### config.mk
export PLATFORM = sky130hd
export DESIGN_NAME = data_mem_access_ctrl
export DESIGN_NICKNAME = d
export VERILOG_FILES = /design/src/rtl/data_mem_access_ctrl.sv
export SDC_FILE = /design/constraint.sdc
export NUM_CORES = 1
export LEC_CHECK = 0
export ABC_AREA = 0
export BUFFER_PORTS_ARGS = -buffer_cell sky130_fd_sc_hd__buf_2
export CAP_MARGIN = 15
export CORE_AREA = 2 2 75 77
export CTS_CLUSTER_DIAMETER = 150
export DETAILED_ROUTE_END_ITERATION = 10
export DIE_AREA = 0 0 77 79
export MAX_ROUTING_LAYER = met4
export PLACE_DENSITY = 0.91
export SYNTH_ARGS = -nofsm -noshare
export SYNTH_HDL_FRONTEND = slang
export SYNTH_SLANG_ARGS = --single-unit
### constraint.sdc
create_clock -name clk -period 2.8 [get_ports clk]
set_input_delay 0 -clock clk [delete_from_list [all_inputs] [get_ports clk]]
set_output_delay 0 -clock clk [all_outputs]
set_load 0.01 [all_outputs]
### src/rtl/data_mem_access_ctrl.sv
// Word load/store front-end for the DataMemory RAM: checks addresses,
// covers the RAM read latency and returns a one-cycle response strobe.
module data_mem_access_ctrl #(
  parameter int RAM_ADDR_W   = 10,
  parameter int READ_LATENCY = 1
) (
  input  logic                  clk,
  input  logic                  rst,
  input  logic                  req_valid,
  output logic                  req_ready,
  input  logic                  req_write,
  input  logic [31:0]           req_addr,
  input  logic [31:0]           req_wdata,
  output logic                  rsp_valid,
  output logic                  rsp_err,
  output logic [31:0]           rsp_rdata,
  output logic                  ram_we,
  output logic [RAM_ADDR_W-1:0] ram_addr,
  output logic [31:0]           ram_din,
  input  logic [31:0]           ram_dout
);

  localparam int CNT_W = 2;

  typedef enum logic [1:0] {
    IDLE,
    WAIT,
    DONE
  } state_e;

  state_e                state_q, state_d;
  logic [CNT_W-1:0]      cnt_q, cnt_d;
  logic [RAM_ADDR_W-1:0] addr_q, addr_d;
  logic                  err_q, err_d;
  logic [31:0]           rdata_q, rdata_d;

  logic accept;
  logic req_err;

  assign req_err = (req_addr[1:0] != 2'b00)
                 | (req_addr[31:RAM_ADDR_W+2] != '0);

  // Gated by rst so no write or address can leak out while in reset.
  assign accept = (state_q == IDLE) & req_valid & ~rst;

  assign ram_din   = req_wdata;
  assign rsp_rdata = rdata_q;
  assign rsp_err   = rsp_valid & err_q;

  always_comb begin
    state_d   = state_q;
    cnt_d     = cnt_q;
    addr_d    = addr_q;
    err_d     = err_q;
    rdata_d   = rdata_q;
    req_ready = 1'b0;
    rsp_valid = 1'b0;
    ram_we    = 1'b0;
    ram_addr  = addr_q;
    unique case (state_q)
      IDLE: begin
        req_ready = 1'b1;
        if (accept) begin
          err_d = req_err;
          if (req_err) begin
            state_d = DONE;
          end else begin
            addr_d   = req_addr[RAM_ADDR_W+1:2];
            ram_addr = req_addr[RAM_ADDR_W+1:2];
            if (req_write) begin
              ram_we  = 1'b1;
              state_d = DONE;
            end else begin
              cnt_d   = CNT_W'(READ_LATENCY - 1);
              state_d = WAIT;
            end
          end
        end
      end
      WAIT: begin
        if (cnt_q == '0) begin
          rdata_d = ram_dout;
          state_d = DONE;
        end else begin
          cnt_d = cnt_q - CNT_W'(1);
        end
      end
      DONE: begin
        rsp_valid = 1'b1;
        state_d   = IDLE;
      end
      default: state_d = IDLE;
    endcase
  end

  always_ff @(posedge clk or posedge rst) begin
    if (rst) begin
      state_q <= IDLE;
      cnt_q   <= '0;
      addr_q  <= '0;
      err_q   <= 1'b0;
      rdata_q <= '0;
    end else begin
      state_q <= state_d;
      cnt_q   <= cnt_d;
      addr_q  <= addr_d;
      err_q   <= err_d;
      rdata_q <= rdata_d;
    end
  end

endmodule
==> impl_summary.md, run 1 <==
Synthesis
For this run, the number of Yosys warnings is 0. Among all cell types in the netlist, the one instantiated most often is sky130_fd_sc_hd__dfrtp_1. The sequential share of the synthesized area is 54.3%. After synthesis, the netlist uses 25 different library cells. The net count of the mapped netlist is 263.

Synthesis produced 162 cells. Counting instances in the post-synthesis netlist gives the leading cell types as sky130_fd_sc_hd__dfrtp_1 (47), sky130_fd_sc_hd__mux2_2 (33), sky130_fd_sc_hd__buf_4 (32). In this run, synthesis produced a sequential element count of 47. The fraction of synthesized cell area taken by the top area cell type is 54.3%. The share of async-settable or async-resettable flops after synthesis is 100%. In the synthesized netlist the dominant register cell turns out to be sky130_fd_sc_hd__dfrtp_1. The dominant cell type by area after synthesis is sky130_fd_sc_hd__dfrtp_1. By area the synthesized netlist is led by sky130_fd_sc_hd__dfrtp_1 (54%), sky130_fd_sc_hd__mux2_2 (17%), sky130_fd_sc_hd__buf_4 (11%). The synthesized area per cell is 13.4 µm². The number of synthesized flops with an enable pin is 0.

The summed instance area of the synthesized netlist is 0.00217 mm².

Placement
The count of buffers added on input and output ports is 113. The placed instances occupy a cell area of 0.00258 mm². After legalization and detailed placement, the total HPWL measured 3330 µm. Prior to clock tree synthesis, the placed netlist has a worst setup slack of 0.771 ns. The placer's final routability congestion estimate is 0.793.

GRT
The maximum number of pins on one net before global-route repair is 48. Global routing used 18.2% of the available tracks. The number of global-route vias before repair came to 1837.

The first-pass GRT wire length is 8530 µm. The initial antenna violation count is 0. For this run the aggregate overflow at the end of global routing stands at 0.

Die
The number of cell rows is 27. The initial standard-cell utilization of the core is 40.6%. The x dimension of the die is 77 µm. The die covers 0.00608 mm². The placeable core region is 0.00534 mm². The die is 79 µm tall. For this design the top-level I/O count stands at 178.

Timing
The post-route worst hold slack is 0.00000393 ns. The final total negative setup slack is 0 ns. The final critical-path share of the clock period is 83.8%. The worst clock skew on the final layout is 0.00492 ns. The slew at the pin closest to its max-slew limit is 0.922 ns. The clock period could shrink to 2.35 ns. The number of hold violations in the final report came to 0.

Setup repair after global routing left no endpoint under its margin. The number of pins with negative max-slew slack in the final report was 0. The final-report setup violation count is 0. The final setup slack of the worst path is 0.452 ns.

In this run the tightest slew margin relative to its limit is 38.4%. Derived from the worst setup path, the maximum achievable clock frequency is 426 MHz.

Final layout
The final net count is 393. The number of antenna diodes in the final layout is 0. The post-route standard cell area excluding fillers is 0.00310 mm². Measured on the finished design, the core utilization comes to 58.2%.

The layout overhead on the synthesized area is 43.3%. The fraction of final layout cells sized beyond drive strength 1 is 57.2%.

Critical path
The cell with the largest stage delay on the worst path is sky130_fd_sc_hd__or4b_1. The length in cells of the worst reg-to-reg path is 4. The setup path with the least slack is of type reg -> out.

Of all nets on the critical path, the largest fanout is 9. For this run, the slowest stage of the critical path takes 0.69 ns. The worst setup path is launched from a register. In this design, the largest share of critical-path delay is due to simple AND/OR/NAND/NOR gates. The worst register-to-register path has a setup slack of 0.76 ns. STA classifies the critical path endpoint as a primary output. In this run the critical register-to-register path is launched from state_q[0]. Data on the critical path is required at its endpoint by 2.80 ns. At the worst endpoint, the arrival time is 2.35 ns. The critical path goes through or4b_1, nor3_4, buf_4, mux2_4, buf_2.

The endpoint identified for the worst register-to-register timing path is addr_q[0]. The worst path buffer plus inverter count is 2.

Worst hold path
Along the worst hold path, the cell count comes to 0. The start point of the worst min-delay path is req_wdata[29]. The class of the worst hold path is in -> out.

For hold timing, the worst endpoint is ram_din[29].

Clocking
The clock latency at the later pin of the worst-skew pair is 0.29 ns. In this run the post-CTS setup repair buffer count came out at 0. The clock edge transition at the registers on the reported setup and hold paths is 0.08 ns. The clock passes through at most 2 buffers.

The TritonCTS clock tree is built. The cell sitting at the root of the clock tree is a sky130_fd_sc_hd__clkbuf_8. The number of gates resized after cts is 0. Counting every sink on the clock net gives 47. The number of H-tree branching levels is 2. The clock buffer count from CTS is 5.

Status
The run finished with clean final reports.

Power and ir drop
VDD sags by at most 219 µV. Dividing total power by cell area gives a power density of 422 mW/mm². The leakage power summed over all cells is 1.58 nW.

Routing
The detail-routed via count per cell is 4.66. The number of remaining DRC errors is 0. The final route contains 1696 vias. The iteration-0 DRC count of the detailed router is 48. The detail route stage leaves a number of antenna-violating nets equal to 0. The detail-routed net length per standard cell is 14.3 µm. The number of detailed-routing iterations run before antenna repair is 4. The final layout contains routed wiring with a total length of 5210 µm.

Job
Max-cap violations in this run came to 0.
[metal layers]
| metal | vias up | routed length [µm] | track usage [%] |
|---|---|---|---|
| met3 | 16 | 330 | 6.02 |
| met4 | 0 | 131 | 8.21 |
| li1 | 783 | - | - |
| met1 | 812 | 1970 | 18.4 |
| met5 | - | 0 | - |
| met2 | 85 | 2780 | 32.4 |
[worst reg2reg max path, cell delays in order, from the launching register on]
cell and delay [ns]:
sky130_fd_sc_hd__dfrtp_1 0.42, sky130_fd_sc_hd__or4b_1 0.69, sky130_fd_sc_hd__nor3_4 0.23, sky130_fd_sc_hd__buf_4 0.25, sky130_fd_sc_hd__mux2_4 0.33
[cell families (layout without fill, tap and decap cells)]
family / after synthesis / in the layout / synth area share, %
and+or+nand+nor: 20 / 20 / 5.84
AOI/OAI and AO/OA: 10 / 10 / 2.66
muxes: 42 / 42 / 23.4
DFF: 47 / 47 / 54.3
buffers and inverters: 42 / 172 / 13.2
adders and majority gates: 1 / 1 / 0.578
[final cells by class]
| type | instances | area, µm² |
|---|---|---|
| fill | 445 | 2230 |
| inverter | 5 | 18.8 |
| clock inverter | 1 | 5.00 |
| sequential | 47 | 1180 |
| tap | 72 | 90.1 |
| multi-input combinational | 73 | 703 |
| timing repair buffer | 160 | 1030 |
| clock buffer | 6 | 82.6 |
[power breakdown]
part / switching (mW) / total [mW] / internal (mW) / leakage (nW)
logic: 0.0783 / 0.195 / 0.116 / 0.966
clock network: 0.202 / 0.396 / 0.194 / 0.0470
registers: 0.0153 / 0.721 / 0.706 / 0.567
[metrics by stage]
step / power, mW / std cells
floorplan: 0.842 / 162
global placement: 0.873 / 313
detailed placement: 0.879 / 313
CTS: 1.33 / 364
global route: 1.39 / 364
finish: 1.31 / 364
[layout by cell type (no fill, tap or decap)]
cell                            netlist  final
sky130_fd_sc_hd__buf_2                1    113
sky130_fd_sc_hd__dfrtp_1             47     47
sky130_fd_sc_hd__dlygate4sd3_1        0     44
sky130_fd_sc_hd__mux2_2              33     33
sky130_fd_sc_hd__mux2_4               9      9
sky130_fd_sc_hd__nor4_1               6      6
sky130_fd_sc_hd__clkbuf_8             0      6
sky130_fd_sc_hd__a21oi_1              4      4
sky130_fd_sc_hd__inv_1                5      4
sky130_fd_sc_hd__nand2_1              3      3
sky130_fd_sc_hd__o21ai_0              3      3
sky130_fd_sc_hd__buf_4               32      3
sky130_fd_sc_hd__nor2_1               2      2
sky130_fd_sc_hd__a211oi_1             2      2
sky130_fd_sc_hd__nand3b_1             1      1
sky130_fd_sc_hd__nand4_1              1      1
sky130_fd_sc_hd__nor3_1               1      1
sky130_fd_sc_hd__nand2b_1             1      1
sky130_fd_sc_hd__or4b_1               1      1
sky130_fd_sc_hd__o21a_1               1      1
sky130_fd_sc_hd__or3_1                1      1
sky130_fd_sc_hd__nor3_4               1      1
sky130_fd_sc_hd__nor2b_1              1      1
sky130_fd_sc_hd__and2_1               1      1
sky130_fd_sc_hd__inv_2                0      1
sky130_fd_sc_hd__ha_1                 1      1
sky130_fd_sc_hd__clkinv_2             0      1
[flip-flops by register name, indices dropped and copies added (netlist names)]
| register | flops |
|---|---|
| addr_q | 10 |
| cnt_q | 2 |
| err_q | 1 |
| rsp_rdata | 32 |
| state_q | 2 |
[how the worst max path moves through the flow]
stage / end / start / slack [ns] / depth (start not counted)
6_report: ram_addr[0] / state_q[0] / 0.45 / 5
4_1_cts: ram_addr[0] / state_q[0] / 0.44 / 5
3_3_place_gp: ram_addr[1] / state_q[0] / 0.83 / 5
2_1_floorplan: addr_q[0] / state_q[0] / 0.97 / 5
5_1_grt: ram_addr[0] / state_q[0] / 0.35 / 5
3_5_place_dp: ram_addr[0] / state_q[0] / 0.77 / 5
[timing repair]
item / in CTS / in global routing
hold buffers: 44 / 0
setup endpoints to repair: 0 / 0
hold endpoints to repair: 90 / 0
Note: power is estimated with default switching activity, not from simulation.
==> inputs of run 2 (changes only) <==
ABC_AREA = 1   (was 0)
CORE_AREA = 2 2 84 86   (was 2 2 75 77)
DIE_AREA = 0 0 86 88   (was 0 0 77 79)
PLACE_DENSITY = 0.81   (was 0.91)
clock period = 2.1 ns   (was 2.8 ns; I/O delays follow)
==> impl_summary.md, run 2 <==
Timing
The worst slew margin relative to its limit is 35.4% (was 38.4%). The worst clock skew on the final layout is 0.00973 ns (was 0.00492 ns). The final-report setup violation count is 0 (unchanged).

The number of hold violations in the final report is 0 (unchanged). The final critical-path share of the clock period is 85.9%. The slew at the pin closest to its max-slew limit is 0.967 ns (was 0.922 ns).

Setup repair after global routing missed its margin: no (unchanged). The final critical path time including I/O delays and setup is 1.80 ns. Based on the critical path, the design can be clocked at up to 555 MHz. The number of pins with negative max-slew slack in the final report is 0 (unchanged).

The final total negative setup slack came to 0 ns (unchanged).

Critical path
The cell class contributing the biggest share of worst-path delay is simple AND/OR/NAND/NOR gates (unchanged). The setup slack of the worst register-to-register path is 0.60 ns (was 0.76 ns). The library cell appearing most often on the critical path is sky130_fd_sc_hd__nand2_1. The startpoint of the worst-slack reg-to-reg timing path is cnt_q[0] (was state_q[0]). The largest driver fanout on the critical path is 12 (was 9). The cell with the largest stage delay on the worst path is sky130_fd_sc_hd__dfrtp_1 (was sky130_fd_sc_hd__or4b_1). The data arrival time of the critical path is 1.80 ns (was 2.35 ns). Crit-path cells: nor2_2, nand2_1, nor2_4, inv_2, nand2_1, nand2_1, buf_2 (was or4b_1, nor3_4, buf_4, mux2_4, buf_2). The required time of the worst setup path was 2.10 ns (was 2.80 ns). The startpoint kind of the worst setup timing path was a register (unchanged). The largest incremental delay on the critical path is 0.44 ns (was 0.69 ns). The type of destination of the critical path is a primary output (unchanged).

The worst path buffer plus inverter count is 2 (unchanged). The critical path start-end classification is reg -> out (unchanged). The capture instance of the worst register-to-register path is rsp_rdata[23] (was addr_q[0]).

The length in cells of the worst reg-to-reg path is 5 (was 4).

Clocking
The clock buffer count from CTS was 5 (unchanged). The maximum clock insertion buffer count was 2 (unchanged). The TritonCTS clock tree is built (unchanged). The post-CTS setup repair buffer count is 0 (unchanged). The clock edge transition at the registers on the reported setup and hold paths is 0.08 ns (about the same).

The clock tree root buffer cell is sky130_fd_sc_hd__clkbuf_8 (unchanged). The count of clock tree sinks came to 47 (unchanged). The clock latency at the later pin of the worst-skew pair is 0.30 ns (was 0.29 ns). The number of H-tree branching levels was 2 (unchanged).

Routing
The iteration-0 DRC count of the detailed router came to 25 (was 48). The routed wire length came to 5460 µm (was 5210 µm). The detail-routed net length per standard cell is 13.2 µm (was 14.3 µm). The overall via count from detail_route is 1823 (was 1696).

The number of detailed-routing iterations run before antenna repair is 4 (unchanged). The detail-routed via count per cell came to 4.42 (was 4.66). The number of remaining DRC errors is 0 (unchanged).

The number of nets with antenna violations after routing is 0 (unchanged).

Worst hold path
The start point of the worst min-delay path is req_wdata[10] (was req_wdata[29]). The number of cells on the worst hold path came to 0 (unchanged). The class of the worst hold path is in -> out (unchanged). The capture endpoint of the worst hold path is ram_din[10] (was ram_din[29]).

GRT
The total global routing track utilization is 15.0% (was 18.2%). The first-pass GRT wire length is 8710 µm (was 8530 µm). The total global routing overflow was 0 (unchanged). The number of global-route vias before repair is 1977 (was 1837). The maximum number of pins on one net before global-route repair is 48 (unchanged). The initial antenna violation count is 0 (unchanged).

Placement
The sum of net half-perimeters after detailed placement is 3500 µm (was 3330 µm). The count of buffers from port buffering is 113 (unchanged). The placer's final routability congestion estimate is 0.816 (was 0.793).

Die
The initial standard-cell utilization of the core is 34.9% (was 40.6%). The placeable core region is 0.00664 mm² (was 0.00534 mm²). The area of the die is 0.00757 mm² (was 0.00608 mm²). The number of cell rows is 30 (was 27). The y dimension of the die was 88 µm (was 79 µm). The number of top-level pins came to 178 (unchanged). The x dimension of the die is 86 µm (was 77 µm).

Synthesis
The sequential share of the synthesized area is 50.8% (was 54.3%). Dominant cells by area after synthesis: sky130_fd_sc_hd__dfrtp_1 (51%), sky130_fd_sc_hd__mux2_4 (19%), sky130_fd_sc_hd__buf_4 (11%) (was sky130_fd_sc_hd__dfrtp_1 (54%), sky130_fd_sc_hd__mux2_2 (17%), sky130_fd_sc_hd__buf_4 (11%)). The summed instance area of the synthesized netlist came to 0.00232 mm² (was 0.00217 mm²). The fraction of synthesized cell area taken by the top area cell type is 50.8% (was 54.3%). The synthesized area per cell is 11.4 µm² (was 13.4 µm²).

The cell with the most instances after synthesis was sky130_fd_sc_hd__dfrtp_1 (unchanged). The count of warnings emitted by yosys is 0 (unchanged). The number of register bits inferred by synthesis was 47 (unchanged).

Post-synth top cells: sky130_fd_sc_hd__dfrtp_1 (47), sky130_fd_sc_hd__nand2_1 (46), sky130_fd_sc_hd__buf_4 (33) (was sky130_fd_sc_hd__dfrtp_1 (47), sky130_fd_sc_hd__mux2_2 (33), sky130_fd_sc_hd__buf_4 (32)). The distinct cell type count after synthesis was 19 (was 25). The number of synthesized flops with an enable pin is 0 (unchanged). The share of async-settable or async-resettable flops after synthesis is 100% (unchanged).

The net count of the mapped netlist was 305 (was 263). The instance count of the mapped netlist is 204 (was 162). The dominant register cell in the synthesized netlist is sky130_fd_sc_hd__dfrtp_1 (unchanged).

The dominant cell type by area after synthesis is sky130_fd_sc_hd__dfrtp_1 (unchanged).

Final layout
The fraction of final layout cells sized beyond drive strength 1 is 48.5% (was 57.2%). The layout overhead on the synthesized area is 39.4% (was 43.3%). The count of filler cells inserted in the layout is 563 (was 445). Commonest cells after routing, fill and taps aside: sky130_fd_sc_hd__buf_2 (113), sky130_fd_sc_hd__dfrtp_1 (47), sky130_fd_sc_hd__nand2_1 (46) (was sky130_fd_sc_hd__buf_2 (113), sky130_fd_sc_hd__dfrtp_1 (47), sky130_fd_sc_hd__dlygate4sd3_1 (44)). The final net count is 432 (was 393). The most common cell after layout, fill and taps aside is sky130_fd_sc_hd__buf_2 (unchanged).

The flip-flop count of the largest register after layout came to 32 (unchanged). The antenna diode count is 0 (unchanged). The post-route core utilization is 48.6% (was 58.2%).

Status
Outcome: completed (unchanged).

Power and ir drop
The worst-case vdd ir drop is 394 µV (was 219 µV). The leakage power summed over all cells is 1.79 nW (was 1.58 nW). The areal power density over the cells is 819 mW/mm² (was 422 mW/mm²).

Job
The reported max-cap violation count came to 0 (unchanged).
-- run 2: worst max-delay path by stage --
stage                     from           to  slack, ns  depth (start not counted)
global placement    state_q[0]  ram_addr[5]       0.59                          7
global route        state_q[0]  ram_addr[6]       0.13                          7
CTS                 state_q[1]  ram_addr[3]       0.12                          7
finish              state_q[1]  ram_addr[3]       0.30                          7
detailed placement  state_q[1]  ram_addr[3]       0.47                          7
floorplan           state_q[0]    addr_q[0]       0.77                          7
-- run 2: what timing repair did --
action	4_1_cts	5_1_grt
setup endpoints to repair	0	11
hold endpoints to repair	90	0
gates resized for setup	0	1
hold buffers	43	0
-- run 2: metrics by stage --
step                cell area [µm²]  total power, mW  std cells  setup WS, ns  hold WS (ns)
finish                         3230             2.64        412         0.297    0.00000345
global route                   3230             2.80        412         0.131     0.0000164
CTS                            3230             2.67        412         0.119     0.0000686
detailed placement             2710             2.06        361         0.466     0.0000686
global placement               2710             2.03        361         0.592     0.0000686
floorplan                      2320             1.77        204         0.766        0.0871
-- run 2: kinds of logic after synthesis --
kind of cell | synth area share (%)
AND/OR/NAND/NOR | 13.8
adder cells (fa/ha/maj) | 0.540
flip-flops | 50.8
multiplexers | 20.2
buffers and inverters | 14.4
AO/OA/AOI/OAI | 0.216
-- run 2: final cells by class --
type	count	area (µm²)	share of cell area (%)
Timing Repair Buffer	157	1020	31.4
Inverter	11	41.3	1.28
Sequential cell	47	1180	36.4
Multi-Input combinational cell	109	812	25.1
Clock buffer	6	72.6	2.25
Clock inverter	2	12.5	0.387
Tap cell	80	100	3.10
-- run 2: layer usage --
metal | part of all wire, % | GRT usage, %
met1 | 39 | 15.0
met2 | 54 | 27.8
met3 | 6.0 | 4.43
met4 | 1.1 | 4.91
met5 | 0 | -
-- run 2: where the power goes --
| group | internal (mW) | switching [mW] | leakage [nW] |
|---|---|---|---|
| Combinational | 0.522 | 0.337 | 1.17 |
| Sequential | 1.13 | 0.127 | 0.576 |
| Clock | 0.233 | 0.301 | 0.0412 |
| Total | 1.88 | 0.764 | 1.79 |
==> inputs of run 3 (changes only) <==
ABC_AREA = 0   (was 1)
CORE_AREA = 2 2 82 84   (was 2 2 84 86)
DIE_AREA = 0 0 84 86   (was 0 0 86 88)
GPL_TIMING_DRIVEN = 0   (was unset)
==> impl_summary.md, run 3 (synthesis gave the netlist of run 1 again) <==
Status
Outcome: completed (unchanged).

Placement
The count of buffers from port buffering is 145 (was 113). The sum of net half-perimeters after detailed placement is 3860 µm (was 3500 µm). The placer's final routability congestion estimate is 0.729 (was 0.816). The number of placed instances with taps included is 385 (was 361). The post-place setup slack is 0.0632 ns (was 0.466 ns).

Final layout
The final instance count without filler cells was 443 (was 412). The flip-flop count of the largest register after layout is 32 (unchanged). The post-route core utilization is 57.9% (was 48.6%). The antenna diode count came to 0 (unchanged).

Commonest cells after routing, fill and taps aside: sky130_fd_sc_hd__buf_2 (136), sky130_fd_sc_hd__dfrtp_1 (47), sky130_fd_sc_hd__buf_4 (46) (was sky130_fd_sc_hd__buf_2 (113), sky130_fd_sc_hd__dfrtp_1 (47), sky130_fd_sc_hd__nand2_1 (46)). The layout overhead on the synthesized area came to 67.9% (was 39.4%). The most common cell after layout, fill and taps aside is sky130_fd_sc_hd__buf_2 (unchanged). The fraction of final layout cells sized beyond drive strength 1 is 67.5% (was 48.5%). The count of filler cells inserted in the layout is 499 (was 563).

The final net count is 468 (was 432).

Timing
The worst slew margin relative to its limit is 67.1% (was 35.4%). The number of hold violations in the final report is 0 (unchanged). Setup repair after global routing missed its margin: yes (was no). The number of pins with negative max-slew slack in the final report was 0 (unchanged). The final critical path time including I/O delays and setup was 2.06 ns (was 1.80 ns). The slew at the pin closest to its max-slew limit is 0.493 ns (was 0.967 ns). The post-route worst hold slack is 0.0552 ns (was 0.00000345 ns). The final setup slack of the worst path is 0.0433 ns (was 0.297 ns). The maximum clock frequency was 486 MHz (was 555 MHz). The worst clock skew on the final layout came to 0.00682 ns (was 0.00973 ns). The final critical-path share of the clock period is 97.9% (was 85.9%). The final-report setup violation count came to 0 (unchanged).

Critical path
The critical path start-end classification is reg -> out (unchanged). The required time of the worst setup path came to 2.10 ns (about the same). The length in cells of the worst reg-to-reg path is 6 (was 5).

The type of destination of the critical path is a primary output (unchanged). Crit-path cells: or4b_4, nor3_4, buf_6, mux2_4, buf_6 (was nor2_2, nand2_1, nor2_4, inv_2, nand2_1, nand2_1, buf_2). The startpoint kind of the worst setup timing path is a register (unchanged). The library cell appearing most often on the critical path is sky130_fd_sc_hd__buf_6 (was sky130_fd_sc_hd__nand2_1).

The data arrival time of the critical path was 2.06 ns (was 1.80 ns). The largest incremental delay on the critical path is 0.51 ns (was 0.44 ns). The largest driver fanout on the critical path is 5 (was 12). The cell with the largest stage delay on the worst path is sky130_fd_sc_hd__or4b_4 (was sky130_fd_sc_hd__dfrtp_1).

Routing
The detail-routed net length per standard cell is 13.2 µm (about the same). The detail-routed via count per cell came to 4.37 (was 4.42). The number of remaining DRC errors is 0 (unchanged). The number of nets with antenna violations after routing is 0 (unchanged). The number of detailed-routing iterations run before antenna repair is 4 (unchanged). The routed wire length is 5850 µm (was 5460 µm). The overall via count from detail_route is 1935 (was 1823). The iteration-0 DRC count of the detailed router is 21 (was 25).

Clocking
The count of clock tree sinks is 47 (unchanged). The maximum clock insertion buffer count was 2 (unchanged). The clock latency at the later pin of the worst-skew pair is 0.29 ns (was 0.30 ns). The clock edge transition at the registers on the reported setup and hold paths was 0.08 ns (about the same). The TritonCTS clock tree is built (unchanged).

The clock buffer count from CTS came to 5 (unchanged). The number of H-tree branching levels is 2 (unchanged). The clock tree root buffer cell is sky130_fd_sc_hd__clkbuf_8 (unchanged).

Die
The y dimension of the die came to 86 µm (was 88 µm). The number of top-level pins came to 178 (unchanged). The initial standard-cell utilization of the core is 34.5% (was 34.9%). The area of the die was 0.00722 mm² (was 0.00757 mm²). The number of cell rows came to 29 (was 30). The placeable core region came to 0.00628 mm² (was 0.00664 mm²).

The x dimension of the die is 84 µm (was 86 µm).

GRT
The total global routing overflow is 0 (unchanged). The initial antenna violation count came to 0 (unchanged). The first-pass GRT wire length was 9330 µm (was 8710 µm). The number of global-route vias before repair is 1990 (was 1977). The total global routing track utilization came to 16.8% (was 15.0%). The maximum number of pins on one net before global-route repair was 27 (was 48).

Power and ir drop
The areal power density over the cells was 498 mW/mm² (was 819 mW/mm²). The overall power of the completed layout was 1.81 mW (was 2.64 mW). The leakage power summed over all cells is 1.92 nW (was 1.79 nW). The worst-case vdd ir drop is 300 µV (was 394 µV).

Worst hold path
The number of cells on the worst hold path was 3 (was 0). The class of the worst hold path is in -> reg (was in -> out).

Job
The reported max-cap violation count is 0 (unchanged).
-- run 3: power breakdown --
group	switching, mW	internal, mW	leakage [nW]
Sequential	0.0193	0.941	0.567
Clock	0.272	0.222	0.0371
Combinational	0.138	0.218	1.32
-- run 3: final cells by class --
type / count / area (µm²) / share of cell area [%]
timing repair buffer: 199 / 1300 / 35.7
sequential: 47 / 1180 / 32.3
multi-input combinational: 73 / 707 / 19.4
buffer: 36 / 267 / 7.33
tap: 77 / 96.3 / 2.65
clock buffer: 6 / 72.6 / 2.00
inverter: 5 / 18.8 / 0.516
-- run 3: what timing repair did --
action                                  in CTS  in global routing
setup buffers                                9                  5
endpoints found under the hold margin       58                  0
hold buffers                                38                  0
pin swaps                                    2                  2
gates cloned                                 1                  0
endpoints found under the setup margin       9                 45
gates resized for setup                     13                  7
-- run 3: final timing paths --
kind | start | end | slack, ns
max | state_q[1] | ram_addr[0] | 0.04
min | req_addr[4] | addr_q[2] | 0.06
max reg2reg | state_q[1] | addr_q[5] | 0.10
min reg2reg | rsp_rdata[27] | rsp_rdata[27] | 0.50
max in group asynchronous | rst | rsp_rdata[11] | 1.28
min in group asynchronous | rst | rsp_rdata[2] | 0.31
-- run 3: metrics by stage --
| step | setup TNS, ns | area, µm² |
|---|---|---|
| 2_1_floorplan | 0 | 2170 |
| 3_3_place_gp | 0 | 2990 |
| 3_5_place_dp | 0 | 3010 |
| 4_1_cts | -0.935 | 3600 |
| 5_1_grt | -0.331 | 3640 |
| 6_report | 0 | 3640 |
-- run 3: metal layers --
metal / routed length (µm) / vias up / track usage, %
met4: 59 / 0 / 4.69
met3: 401 / 6 / 4.14
met2: 3140 / 102 / 31.2
li1: - / 931 / -
met5: 0 / - / -
met1: 2250 / 896 / 17.9
-- run 3: worst max-delay path: cells and delay by family (launching register included) --
family	cells	cell delay, ns
buffers and inverters	2	0.30
AND/OR/NAND/NOR	2	0.73
multiplexers	1	0.32
flip-flops	1	0.41
